<file path="src/rtl/cpu_pkg.sv">
// cpu_pkg: opcodes, condition codes and FSM states shared by
// the controller and decoder of the 16-bit CPU.
package cpu_pkg;

  typedef enum logic [2:0] {
    S_FETCH  = 3'd0,
    S_DECODE = 3'd1,
    S_EXEC   = 3'd2,
    S_MEM    = 3'd3
  } state_e;

  // IR[15:12] major opcodes
  localparam logic [3:0] OP_RR    = 4'h0;
  localparam logic [3:0] OP_LDST  = 4'h4;
  localparam logic [3:0] OP_SHIFT = 4'h8;
  localparam logic [3:0] OP_BCOND = 4'hC;

  // RR extension IR[7:4]; the immediate
  // form reuses the same value in IR[15:12]
  localparam logic [3:0] EX_AND = 4'h1;
  localparam logic [3:0] EX_OR  = 4'h2;
  localparam logic [3:0] EX_XOR = 4'h3;
  localparam logic [3:0] EX_ADD = 4'h5;
  localparam logic [3:0] EX_SUB = 4'h9;
  localparam logic [3:0] EX_CMP = 4'hB;
  localparam logic [3:0] EX_MOV = 4'hD;
  localparam logic [3:0] EX_MUL = 4'hE;

  // shift group extensions (LSHI/ASHUI carry a sign bit)
  localparam logic [3:0] EX_LSHI_L = 4'h0;
  localparam logic [3:0] EX_LSHI_R = 4'h1;
  localparam logic [3:0] EX_ASHI_L = 4'h2;
  localparam logic [3:0] EX_ASHI_R = 4'h3;
  localparam logic [3:0] EX_LSH    = 4'h4;
  localparam logic [3:0] EX_ASHU   = 4'h6;

  // load/store/jump group extensions
  localparam logic [3:0] EX_LOAD  = 4'h0;
  localparam logic [3:0] EX_STOR  = 4'h4;
  localparam logic [3:0] EX_JCOND = 4'hC;

  localparam logic [3:0] CC_EQ = 4'h0;
  localparam logic [3:0] CC_NE = 4'h1;
  localparam logic [3:0] CC_CS = 4'h2;
  localparam logic [3:0] CC_CC = 4'h3;
  localparam logic [3:0] CC_HI = 4'h4;
  localparam logic [3:0] CC_LS = 4'h5;
  localparam logic [3:0] CC_GT = 4'h6;
  localparam logic [3:0] CC_LE = 4'h7;
  localparam logic [3:0] CC_FS = 4'h8;
  localparam logic [3:0] CC_FC = 4'h9;
  localparam logic [3:0] CC_LO = 4'hA;
  localparam logic [3:0] CC_HS = 4'hB;
  localparam logic [3:0] CC_LT = 4'hC;
  localparam logic [3:0] CC_GE = 4'hD;
  localparam logic [3:0] CC_UC = 4'hE;
  localparam logic [3:0] CC_NV = 4'hF;

  function automatic logic is_alu_ext(
    input logic [3:0] e
  );
    return e inside {EX_AND, EX_OR, EX_XOR,
      EX_ADD, EX_SUB, EX_MOV, EX_MUL};
  endfunction

  function automatic logic is_flag_ext(
    input logic [3:0] e
  );
    return e inside {EX_ADD, EX_SUB, EX_CMP};
  endfunction

  function automatic logic is_shift_ext(
    input logic [3:0] e
  );
    return e inside {EX_LSHI_L, EX_LSHI_R,
      EX_ASHI_L, EX_ASHI_R, EX_LSH, EX_ASHU};
  endfunction

endpackage

</file>
<file path="src/rtl/cond_eval.sv">
// cond_eval: branch/jump condition check.
// cond_i[3:0], flags_i {C,L,F,Z,N} -> taken_o.
module cond_eval
  import cpu_pkg::*;
(
  input  logic [3:0] cond_i,
  input  logic [4:0] flags_i,
  output logic       taken_o
);

  logic c, l, f, z, n;
  assign {c, l, f, z, n} = flags_i;

  always_comb begin
    taken_o = 1'b0;
    unique case (cond_i)
      CC_EQ: taken_o = z;
      CC_NE: taken_o = !z;
      CC_CS: taken_o = c;
      CC_CC: taken_o = !c;
      CC_HI: taken_o = l;
      CC_LS: taken_o = !l;
      CC_GT: taken_o = n;
      CC_LE: taken_o = !n;
      CC_FS: taken_o = f;
      CC_FC: taken_o = !f;
      CC_LO: taken_o = !z && !l;
      CC_HS: taken_o = z || l;
      CC_LT: taken_o = !z && !n;
      CC_GE: taken_o = z || n;
      CC_UC: taken_o = 1'b1;
      CC_NV: taken_o = 1'b0;
    endcase
  end

endmodule

</file>
<file path="src/rtl/cpu_controller.sv">
// cpu_controller: multi-cycle FETCH/DECODE/EXEC/MEM control FSM.
// Owns pc/ir; drives mem_req/mem_we/mem_addr_sel, rf_we, wb_sel, flags_we.
module cpu_controller
  import cpu_pkg::*;
#(
  parameter logic [15:0] PC_RESET = 16'h0000
) (
  input  logic        clk,
  input  logic        reset,
  input  logic [15:0] mem_rdata,
  input  logic        mem_ready,
  input  logic [4:0]  flags,
  input  logic [15:0] rsrc_data,
  output logic [15:0] ir,
  output logic [15:0] pc,
  output logic        mem_req,
  output logic        mem_we,
  output logic        mem_addr_sel,
  output logic        rf_we,
  output logic        wb_sel,
  output logic        flags_we,
  output logic [2:0]  state
);

  state_e      state_q, state_d;
  logic [15:0] pc_q, pc_d;
  logic [15:0] ir_q, ir_d;
  logic [15:0] iaddr_q, iaddr_d;

  logic [3:0] op_hi, op_lo;
  logic       is_alu, is_flg;
  logic       is_ld, is_st;
  logic       is_jc, is_bc;
  logic       taken;

  assign op_hi = ir_q[15:12];
  assign op_lo = ir_q[7:4];

  cond_eval u_cond (
    .cond_i  (ir_q[11:8]),
    .flags_i (flags),
    .taken_o (taken)
  );

  always_comb begin
    is_alu = 1'b0;
    is_flg = 1'b0;
    is_ld  = 1'b0;
    is_st  = 1'b0;
    is_jc  = 1'b0;
    is_bc  = 1'b0;
    unique case (op_hi)
      OP_RR: begin
        is_alu = is_alu_ext(op_lo);
        is_flg = is_flag_ext(op_lo);
      end
      OP_SHIFT: is_alu = is_shift_ext(op_lo);
      OP_LDST: begin
        is_ld = (op_lo == EX_LOAD);
        is_st = (op_lo == EX_STOR);
        is_jc = (op_lo == EX_JCOND);
      end
      OP_BCOND: is_bc = 1'b1;
      default: begin
        is_alu = is_alu_ext(op_hi);
        is_flg = is_flag_ext(op_hi);
      end
    endcase
  end

  always_comb begin
    mem_req      = 1'b0;
    mem_we       = 1'b0;
    mem_addr_sel = 1'b0;
    rf_we        = 1'b0;
    wb_sel       = 1'b0;
    flags_we     = 1'b0;
    unique case (state_q)
      S_FETCH: mem_req = 1'b1;
      S_EXEC: begin
        rf_we    = is_alu;
        flags_we = is_flg;
      end
      S_MEM: begin
        mem_req      = 1'b1;
        mem_addr_sel = 1'b1;
        mem_we       = is_st;
        rf_we        = is_ld && mem_ready;
        wb_sel       = is_ld && mem_ready;
      end
      default: ;
    endcase
  end

  always_comb begin
    state_d = state_q;
    pc_d    = pc_q;
    ir_d    = ir_q;
    iaddr_d = iaddr_q;
    unique case (state_q)
      S_FETCH: begin
        if (mem_ready) begin
          ir_d    = mem_rdata;
          iaddr_d = pc_q;
          pc_d    = pc_q + 16'd1;
          state_d = S_DECODE;
        end
      end
      S_DECODE: state_d = S_EXEC;
      S_EXEC: begin
        state_d = (is_ld || is_st) ? S_MEM : S_FETCH;
        // branch displacement is relative to the
        // branch's own address, not pc+1
        if (is_bc && taken)
          pc_d = iaddr_q + {{8{ir_q[7]}}, ir_q[7:0]};
        if (is_jc && taken)
          pc_d = rsrc_data;
      end
      S_MEM: begin
        if (mem_ready) state_d = S_FETCH;
      end
      default: state_d = S_FETCH;
    endcase
  end

  always_ff @(posedge clk) begin
    if (reset) begin
      state_q <= S_FETCH;
      pc_q    <= PC_RESET;
      ir_q    <= 16'h0000;
      iaddr_q <= PC_RESET;
    end else begin
      state_q <= state_d;
      pc_q    <= pc_d;
      ir_q    <= ir_d;
      iaddr_q <= iaddr_d;
    end
  end

  assign ir    = ir_q;
  assign pc    = pc_q;
  assign state = state_q;

endmodule

</file>
<file path="config.mk">
export PLATFORM = sky130hd
export DESIGN_NAME = cpu_controller
export DESIGN_NICKNAME = d
export VERILOG_FILES = /design/src/rtl/cpu_pkg.sv /design/src/rtl/cond_eval.sv /design/src/rtl/cpu_controller.sv
export SDC_FILE = /design/constraint.sdc
export NUM_CORES = 1
export LEC_CHECK = 0
export ABC_CLOCK_PERIOD_IN_PS = 6700
export BUFFER_PORTS_ARGS = -buffer_cell sky130_fd_sc_hd__buf_2
export CAP_MARGIN = 20
export CORE_UTILIZATION = 59
export CTS_CLUSTER_DIAMETER = 40
export CTS_CLUSTER_SIZE = 25
export DETAILED_ROUTE_END_ITERATION = 12
export PLACE_DENSITY = 0.95
export SLEW_MARGIN = 10
export SYNTH_ARGS = -nofsm -noshare
export SYNTH_HDL_FRONTEND = slang
export SYNTH_SLANG_ARGS = --single-unit
</file>
<file path="constraint.sdc">
create_clock -name clk -period 6.7 [get_ports clk]
set_input_delay 1.34 -clock clk [delete_from_list [all_inputs] [get_ports clk]]
set_output_delay 1.34 -clock clk [all_outputs]
set_load 0.03 [all_outputs]
</file>
==> impl_metrics.env <==
export IMPL_p_int_w=0.000504
export IMPL_ir_worst_vdd_uv=131
export IMPL_cp_end_kind="primary output"
export IMPL_rr_worst_depth=9
export IMPL_synth_common_cells="nand2_1, a21oi_1, dfxtp_1"
export IMPL_synth_top_area_share_pct=28.4
export IMPL_root_buffer="clkbuf_8"
export IMPL_drt_vias_per_instance=6.50
export IMPL_drc=0
export IMPL_grt_pass1_wl_mm=17.2
export IMPL_vias=3910
export IMPL_ys_warn_count=0
export IMPL_cp_start_kind="flip-flop"
export IMPL_start_util_pct=62.4
export IMPL_synth_edff_count=0
export IMPL_syn_to_final_growth_pct=14.6
export IMPL_slew_viol_final=0
export IMPL_fp_coreArea_sq_um=5640
export IMPL_p_switching_w=0.000302
export IMPL_fp_dieW_um=79.3
export IMPL_clock_fmax_mhz=271
export IMPL_swShare_pct=37.5
export IMPL_fin_setup_tns_ps=0
export IMPL_hold_class="reg -> reg"
export IMPL_synthTopCellsByArea="dfxtp_1, nand2_1, a21oi_1"
export IMPL_die_h_um=79.3
export IMPL_fin_ws_ps=3020
export IMPL_cts_max_level=2
export IMPL_gp_congestion=0.971
export IMPL_numCtsBuffers=5
export IMPL_crit_type="reg -> out"
export IMPL_die_area_sq_um=6280
export IMPL_n_fill_cell=435
export IMPL_finalPower_w=0.000806
export IMPL_layout_min_cycle_time_ps=3680
export IMPL_port_buffers=79
export IMPL_min_path_cells=2
export IMPL_first_pass_iters=8
export IMPL_synth_cell_types=68
export IMPL_wl_per_cell_um=17.8
export IMPL_worst_pin_slew_ps=990
export IMPL_r2r_start="state[0]"
export IMPL_placed_area_sq_um=3910
export IMPL_cp_required_ps=5360
export IMPL_antenna_found_initial=0
export IMPL_grt_max_degree=52
export IMPL_rows=27
export IMPL_grt_pass1_vias=3575
export IMPL_avgSynthCellArea_sq_um=7.57
export IMPL_drt_iter0_drc=427
export IMPL_path_max_fanout=17
export IMPL_grt_util_all_layers_pct=34.8
export IMPL_post_cts_buffers=0
export IMPL_p_seq_share_pct=42.4
export IMPL_crit_arrival_ps=2340
export IMPL_io_pins=81
export IMPL_p_leak_nw=1.73
export IMPL_drt_total_wl_mm=10.7
export IMPL_place_ws_ps=3320
export IMPL_cts_hold_buf=0
export IMPL_antenna_cells=0
export IMPL_syn_num_nets=526
export IMPL_postCtsResizedCells=0
export IMPL_clock_power_share_pct=27.5
export IMPL_synth_async_reset_ratio_pct=0
export IMPL_hpwl_mm=7.47
export IMPL_ys_flop_type="dfxtp_1"
export IMPL_startpoint="state[0]"
export IMPL_maxCapViolCount=0
export IMPL_clock_sinks=50
export IMPL_rrSetupSlack_ps=3230
export IMPL_cts_clk_slew_worst_paths_ps=100
export IMPL_max_slew_margin_pct=34.0
export IMPL_nNetsFinal=590
export IMPL_outcome="completed"
export IMPL_cts_tree="done"
export IMPL_clk_latency_ps=310
export IMPL_comb_power_share_pct=30.1
export IMPL_whs_ps=468
export IMPL_synth_top_cell_by_area="dfxtp_1"
export IMPL_power_density_nw_per_um2=200
export IMPL_r2r_end="pc[13]"
export IMPL_hold_path_end="iaddr_q[9]"
export IMPL_finalHoldViolCount=0
export IMPL_synth_seq_cells=50
export IMPL_seq_area_frac_synth_pct=28.4
export IMPL_antenna_left=0
export IMPL_syn_area_sq_um=3520
export IMPL_design_area_sq_um=4040
export IMPL_rsz0062_at_grt="false"
export IMPL_min_period_over_period_pct=55.0
export IMPL_cts_path_max_buffers=2
export IMPL_syn_inst=465
export IMPL_drive_above_1_share_pct=20.2
export IMPL_setup_violations_final=0
export IMPL_yosysMostFrequentCell="nand2_1"
export IMPL_worst_clock_skew_ps=6.92
export IMPL_gr_total_overflow=0
export IMPL_worstHoldStart="iaddr_q[9]"
==> final cells by class <==
type,count,area (sq um),area share [%]
multi-input cells,375,2360,58.4
flip-flops and latches,50,1000,24.8
repair buffers,81,418,10.4
well taps,72,90.1,2.23
clock buffers,6,72.6,1.80
inverters,16,60.1,1.49
clock inverters,2,37.5,0.930
==> power by group through the flow <==
stage               registers (W)  logic (W)  clock network, W
floorplan                0.000363   0.000150                 0
global placement         0.000346   0.000225                 0
detailed placement       0.000347   0.000231                 0
CTS                      0.000340   0.000234          0.000222
global route             0.000344   0.000263          0.000233
finish                   0.000342   0.000242          0.000222
==> through the flow <==
step | cells | utilization, %
CTS | 601 | 71.3
floorplan | 465 | -
global route | 602 | 71.5
finish | 602 | 71.5
global placement | 593 | 69.3
detailed placement | 593 | 69.3
==> cells in the final DEF, fill, tap and decap left out, drive strengths merged, types with 5 or more instances in the layout <==
master and n:
and3 6, a21oi 62, ha 20, o211ai 6, o21ai 17, nand2 93
a21o 10, nand3 14, clkbuf 6, a211oi 7, a221oi 5, inv 16
dfxtp 50, mux2i 6, buf 81, xnor2 10, nor2 33, nor3 8
a31oi 9
==> metal layers <==
layer	track usage, %	vias to the layer above	share of wire [%]
met4	14.9	0	3.2
met2	59.2	240	49
met5	0	-	0
li1	-	1807	-
met3	6.21	40	8.9
met1	42.7	1823	39
==> how the worst max path moves through the flow <==
stage,end,cells past startpoint
after global placement,pc[13],8
after detailed placement,pc[13],8
after floorplan,rf_we,2
after CTS,rf_we,5
after global routing,rf_we,6
final,rf_we,6
==> state kept, by name, summed over array words and instances (netlist names) <==
register and count:
state 2, ir 16, pc 16, iaddr_q 16
==> cell families (layout without fill, tap and decap cells) <==
logic type,Yosys count,in the layout,synth area share [%]
AND/OR/NAND/NOR,186,186,24.7
AO/OA/AOI/OAI,144,144,28.0
flip-flops,50,50,28.4
buffers and inverters,40,105,4.65
adder cells (fa/ha/maj),21,21,7.67
XOR/XNOR,13,13,3.23
multiplexers,10,10,3.20
other,1,1,0.106
==> worst max-delay path, cell delays in order, from the launching register on <==
cell and delay, ps:
dfxtp_1 370, inv_1 130, ha_1 600, inv_1 420, nor2_1 200, a21o_1 120, buf_2 180
Note: power is estimated with default switching activity, not from simulation.
